## config.mk

```make
export PLATFORM = sky130hd
export DESIGN_NAME = fs_8bits_serial
export DESIGN_NICKNAME = d
export VERILOG_FILES = /design/src/rtl/fs_8bits_serial.sv
export SDC_FILE = /design/constraint.sdc
export NUM_CORES = 1
export LEC_CHECK = 0
export CORE_UTILIZATION = 54
export DETAILED_ROUTE_END_ITERATION = 10
export GPL_TIMING_DRIVEN = 0
export PLACE_DENSITY = 0.86
export SLEW_MARGIN = 20
export SYNTH_ARGS = -nofsm -noshare
export SYNTH_HDL_FRONTEND = slang
export SYNTH_SLANG_ARGS = --single-unit
```

## constraint.sdc

```tcl
create_clock -name clk -period 3.8 [get_ports clk]
set_input_delay 0.57 -clock clk [delete_from_list [all_inputs] [get_ports clk]]
set_output_delay 0.57 -clock clk [all_outputs]
set_load 0.005 [all_outputs]
```

## src/rtl/fs_8bits_serial.sv

```systemverilog
// Bit-serial 8-bit subtractor: diff = i0 - i1 - bin, one bit per clock, LSB first.
// Optional signed overflow output built when FS_8BITS_SERIAL_OVF_EN is defined.
module fs_8bits_serial (
  input  logic       clk,
  input  logic       rst,
  input  logic       start,
  input  logic [7:0] i0,
  input  logic [7:0] i1,
  input  logic       bin,
  output logic       busy,
  output logic       done,
  output logic [7:0] diff,
  output logic       bout,
  output logic       ovf
);

  localparam logic [1:0] StIdle = 2'd0;
  localparam logic [1:0] StRun  = 2'd1;
  localparam logic [1:0] StDone = 2'd2;

  logic [1:0] state_q, state_d;
  logic [7:0] a_q, a_d;
  logic [7:0] b_q, b_d;
  logic       br_q, br_d;
  logic [2:0] cnt_q, cnt_d;
  logic [7:0] part_q, part_d;
  logic [7:0] diff_q, diff_d;
  logic       bout_q, bout_d;
`ifdef FS_8BITS_SERIAL_OVF_EN
  logic       ovf_q, ovf_d;
`endif

  logic ak, bk, d_bit, br_nxt;

  assign ak     = a_q[cnt_q];
  assign bk     = b_q[cnt_q];
  assign d_bit  = ak ^ bk ^ br_q;
  assign br_nxt = (~ak & bk) | (~(ak ^ bk) & br_q);

  always_comb begin
    state_d = state_q;
    a_d     = a_q;
    b_d     = b_q;
    br_d    = br_q;
    cnt_d   = cnt_q;
    part_d  = part_q;
    diff_d  = diff_q;
    bout_d  = bout_q;
`ifdef FS_8BITS_SERIAL_OVF_EN
    ovf_d   = ovf_q;
`endif
    case (state_q)
      StIdle, StDone: begin
        // DONE accepts start exactly like IDLE so operations can run back to back
        if (start) begin
          a_d     = i0;
          b_d     = i1;
          br_d    = bin;
          cnt_d   = 3'd0;
          part_d  = 8'h00;
          state_d = StRun;
        end else begin
          state_d = StIdle;
        end
      end
      StRun: begin
        br_d   = br_nxt;
        part_d = {d_bit, part_q[7:1]};
        cnt_d  = cnt_q + 3'd1;
        if (cnt_q == 3'd7) begin
          state_d = StDone;
          diff_d  = {d_bit, part_q[7:1]};
          bout_d  = br_nxt;
`ifdef FS_8BITS_SERIAL_OVF_EN
          ovf_d   = (a_q[7] != b_q[7]) & (d_bit != a_q[7]);
`endif
        end
      end
      default: state_d = StIdle;
    endcase
  end

  always_ff @(posedge clk or posedge rst) begin
    if (rst) begin
      state_q <= StIdle;
      a_q     <= 8'h00;
      b_q     <= 8'h00;
      br_q    <= 1'b0;
      cnt_q   <= 3'd0;
      part_q  <= 8'h00;
      diff_q  <= 8'h00;
      bout_q  <= 1'b0;
    end else begin
      state_q <= state_d;
      a_q     <= a_d;
      b_q     <= b_d;
      br_q    <= br_d;
      cnt_q   <= cnt_d;
      part_q  <= part_d;
      diff_q  <= diff_d;
      bout_q  <= bout_d;
    end
  end

`ifdef FS_8BITS_SERIAL_OVF_EN
  always_ff @(posedge clk or posedge rst) begin
    if (rst) begin
      ovf_q <= 1'b0;
    end else begin
      ovf_q <= ovf_d;
    end
  end
  assign ovf = ovf_q;
`else
  assign ovf = 1'b0;
`endif

  assign busy = (state_q == StRun);
  assign done = (state_q == StDone);
  assign diff = diff_q;
  assign bout = bout_q;

endmodule

```

# After elaboration in Yosys (flattened, before gate mapping)

Cells that the tools add are included.

Register bits: 39
Bits of input ports: 20

Add/subtract/negate cells: 1
Order comparisons: 1
Equal/unequal tests: 5
Muxes and demuxes: 13
Bitwise logic cells: 7
Reductions and logical operators: 6

Operator list:

| operator              | count |
|---|---|
| $pmux W8 S2           | 1 |
| $mux W8               | 1 |
| $bmux W1 S3           | 2 |
| $pmux W3 S2           | 1 |
| $reduce_and A2 Y1     | 3 |
| $lt A3 B4 Y1 const B  | 1 |
| $mux W1               | 4 |
| $pmux W2 S2           | 1 |
| $add A3 B1 Y3 const B | 1 |
| $eq A3 B3 Y1 const B  | 1 |
| $mux W3               | 1 |
| $and A1 B1 Y1         | 2 |
| $eq A2 B1 Y1 const B  | 1 |
| $eq A2 B2 Y1 const B  | 1 |
| $logic_not A2 Y1      | 1 |
| $mux W2               | 1 |
| $ne A2 B1 Y1 const B  | 1 |
| $ne A2 B2 Y1 const B  | 1 |
| $not A1 Y1            | 2 |
| $pmux W1 S2           | 1 |
| $reduce_bool A2 Y1    | 1 |
| $reduce_or A2 Y1      | 1 |
| $xor A1 B1 Y1         | 2 |
| $or A1 B1 Y1          | 1 |

# Depth between registers and ports, before layout

Depth in word-level cells: 7
Depth in mapped cells: 6

# Worst setup path before layout

OpenSTA, ideal clock, no wires.

Path type: register to register
Start point: register cnt_q[0]
End point: register diff_q[7], in the netlist diff[7]
Library setup time: 125 ps
Arrival: 2,004 ps
Required time: 3,675 ps
Setup slack: 1,671 ps
Stages on the path, launching flop included: 6
Path buffers: 1
Path through: dfrtp_1 -> buf_6 -> mux4_1 -> mux2_2 -> fa_1 -> mux2_2

Cells in the longest elaborated chain, start to end: 4
Elaborated cells between the ends (all ways): 8
Those cells by class: eq/ne (1); mux (4); bitwise (2); reduce/logical (1)

RTL lines:

| what                            | line   | source |
|---|---|---|
| from (decl)                     | 25     | `logic [2:0] cnt_q, cnt_d;` |
| from (signal assigned)          | 98     | `cnt_q <= cnt_d;` |
| $bmux W1 S3 (on tied branches)  | 35, 36 |  |
| $mux W1 (on tied branches)      | 35, 36 |  |
| $xor A1 B1 Y1 (*) (2 in series) | 37     | `assign d_bit = ak ^ bk ^ br_q;` |
| via d_bit                       | 33     | `logic ak, bk, d_bit, br_nxt;` |
| to (signal assigned)            | 100    | `diff_q <= diff_d;` |
| to (decl)                       | 27     | `logic [7:0] diff_q, diff_d;` |

The timed path passes the listed nets; every way through them passes the cells marked *. The select of a mux whose other input is x is not followed.
A chain may end at the register's enable or synchronous reset.

# Worst setup path after layout

Start point: register state_q[1]
End point: output busy

Cells in the longest elaborated chain, start to end: 1

RTL lines:

| what                   | line | source |
|---|---|---|
| from (decl)            | 21   | `logic [1:0] state_q, state_d;` |
| from (signal assigned) | 85   | `state_q <= StIdle;` |
| from (signal assigned) | 94   | `state_q <= state_d;` |
| $eq A2 B1 Y1           | 118  | `assign busy = (state_q == StRun);` |
| to (decl)              | 10   | `output logic busy,` |

No other way between the ends.

==> results.json <==
{
  "slew_headroom_pct": 49.55,
  "vias_per_cell": 5.570,
  "nets": 163,
  "grt_pass1_vias": 992,
  "final.fill_count": 207,
  "rsz0062_at_grt": "no",
  "fin_skew_ns": 0.01269,
  "synth-seq-cells": 38,
  "regArea_sq_um": 950.9,
  "ys_warn_count": 0,
  "clkSinkCount": 38,
  "required_ns": 3.23,
  "setup_viol": 0,
  "setup_tns_ns": 0,
  "critical_path.startpoint_type": "flip-flop",
  "ir_drop_mv": 0.6180,
  "synthCells": 103,
  "drcViolationCount": 0,
  "crit_type": "reg2out",
  "avgRoutedWirePerCell_um": 15.08,
  "areaGrowthSynthToFinish_pct": 25.12,
  "crit_family": "buffers and inverters",
  "ys.flop_type": "dfrtp_1",
  "period_minus_slack_ns": 2.505,
  "syn_area_sq_mm": 0.001604,
  "tightest_slew_ns": 0.7556,
  "die_y_um": 56.50,
  "dpl.cell_count": 164,
  "seqPwrFrac_pct": 43.4,
  "clk_pin_slew_ns": 0.10,
  "finalMaxSlewViolations": 0,
  "drt_iter0_drc": 23,
  "grt_max_degree": 39,
  "cts_made_buffers": 5,
  "synth.distinct_cells": 21,
  "place.gp.congestion": 0.7744,
  "antenna_found_initial": 0,
  "clock_path_buffers": 2,
  "path_cells": "nand2b_1 > inv_1 > clkbuf_1 > clkdlybuf4s50_1",
  "yosysTopAreaCell": "dfrtp_1",
  "grt.overflow.total": 0,
  "num_vias": 958,
  "finalCritPeriodShare_pct": 65.93,
  "postCtsSetupBuffers": 0,
  "crit_buf_inv": 3,
  "hold_viol_final": 0,
  "synth-edff-count": 0,
  "drtAntennaViolNets": 0,
  "cp.arrival_ns": 1.94,
  "hold_path.class": "reg2reg",
  "ys_seq_area_share_pct": 59.28,
  "dpl.hpwl_um": 1895,
  "yosys.area.top_type_share_pct": 59.28,
  "die-area_sq_mm": 0.003192,
  "rows": 19,
  "busiest_layer": "met2",
  "cts_resized": 0,
  "intPower_mw": 1.141,
  "sw_frac_of_total_pct": 30.74,
  "grt_use_met1_pct": 23.29,
  "grt_use_total_pct": 19.61,
  "cts_max_level": 2,
  "p_per_area_mw_per_mm2": 820.6,
  "routed_wl_um": 2593,
  "io_pins": 32,
  "gr-usage-met2_pct": 31.60,
  "clock_power_share_pct": 13.6,
  "multi_input_area_sq_um": 595.6,
  "fin_cells": 172,
  "die_x_um": 56.50,
  "synth_area_leaders": "dfrtp_1 (59%), mux2_2 (18%), mux4_1 (6.6%)",
  "clk_latency_ns": 0.35,
  "p_sw_uw": 506.2,
  "max_stage_delay_ns": 0.58,
  "cts_hold_buf": 0,
  "start_util_pct": 57.67,
  "path_max_fanout": 10,
  "fmax_mhz": 399.1,
  "status": "completed",
  "drive_above_1_share_pct": 29.08,
  "synth_area_per_cell_sq_um": 15.57,
  "comb_power_share_pct": 43.0,
  "fin_util_pct": 72.15,
  "first_pass_iters": 3,
  "tritoncts": "yes",
  "maxCapViolations": 0,
  "yosysMostFrequentCell": "dfrtp_1",
  "synth_common_cells": "dfrtp_1 (38), mux2_2 (26), a22o_1 (9)",
  "use_met3_pct": 7.834,
  "grt_pass1_wl_um": 4464,
  "clock-root-buffer": "clkbuf_4",
  "syn_nets": 126,
  "portBuffers": 30,
  "crit_path_end_kind": "primary output",
  "synthArstFlopShare_pct": 100.0,
  "antennaDiodeCount": 0,
  "power_leakage_nw": 0.8992,
  "cp_slowest_cell": "clkdlybuf4s50_1",
  "core_area_sq_mm": 0.002781
}
## kinds of logic after synthesis
group                      Yosys count  synth area share, %
AOI/OAI and AO/OA                   12                6.318
DFF                                 38                59.28
other                                1               0.2338
and+or+nand+nor                      7                2.340
buffers and inverters               11                3.588
muxes                               31                25.43
adders and majority gates            3                2.808
## sequential cells by signal (all words and copies together) (netlist names)
signal	flops
part_q	7
bout	1
cnt_q	3
a_q	8
b_q	8
state_q	2
diff	8
br_q	1
## per-stage QoR
step                      setup WS [ns]  power, mW  cell area [sq um]  hold slack [ns]
final                             1.295      1.647               2007           0.4980
after global routing              1.156      1.764               2007           0.5346
after CTS                         1.257      1.668               2007           0.5057
after detailed placement          1.564      1.441               1943           0.4809
after global placement            1.584      1.396               1943           0.4651
after floorplan                   1.671      1.188               1604           0.4622
## worst reg2reg max path, stage by stage, from the launching register on
cell and delay, ns:
dfrtp_1 0.39, buf_6 0.13, mux4_1 0.55, mux2_2 0.30
fa_1 0.51, mux2_2 0.28
## cell usage in the layout (no fill, tap or decap), types with 2 or more instances in the layout
cell type	count
a22o_1	9
buf_2	4
clkbuf_4	5
clkdlybuf4s50_1	30
dfrtp_1	38
ha_1	2
inv_1	3
mux2_2	26
mux4_1	4
nor2_1	2
nor2b_1	2
## power groups by stage
| stage | registers (mW) | logic [mW] | clock network [mW] |
|---|---|---|---|
| floorplan | 0.698 | 0.490 | 0 |
| global placement | 0.715 | 0.682 | 0 |
| detailed placement | 0.728 | 0.713 | 0 |
| CTS | 0.718 | 0.718 | 0.232 |
| global route | 0.749 | 0.765 | 0.250 |
| finish | 0.715 | 0.708 | 0.224 |
## worst paths after layout
| path | from | endpoint | slack [ns] | cells past startpoint |
|---|---|---|---|---|
| setup / recovery | state_q[1] | busy | 1.29 | 4 |
| hold / removal | bout | bout | 0.50 | 2 |
| setup reg to reg | cnt_q[0] | diff[7] | 1.53 | 5 |
| hold reg to reg | bout | bout | 0.50 | 2 |
| max in group asynchronous | rst | a_q[2] | 2.64 | 2 |
| min in group asynchronous | rst | b_q[5] | 0.68 | 2 |
## routing by layer
layer	vias to the layer above	part of all wire [%]
li1	449	-
met1	478	44
met3	5	5.1
met5	-	0
met2	26	49
met4	0	2.0
## layout make-up
type	count	area share, %
multi-input combinational	54	29.68
clock inverter	2	0.6234
buffer	7	2.120
timing repair buffer	30	14.96
tap	31	1.933
clock buffer	6	2.556
inverter	4	0.7481
sequential	38	47.38
(Power assumes the default switching activity.)
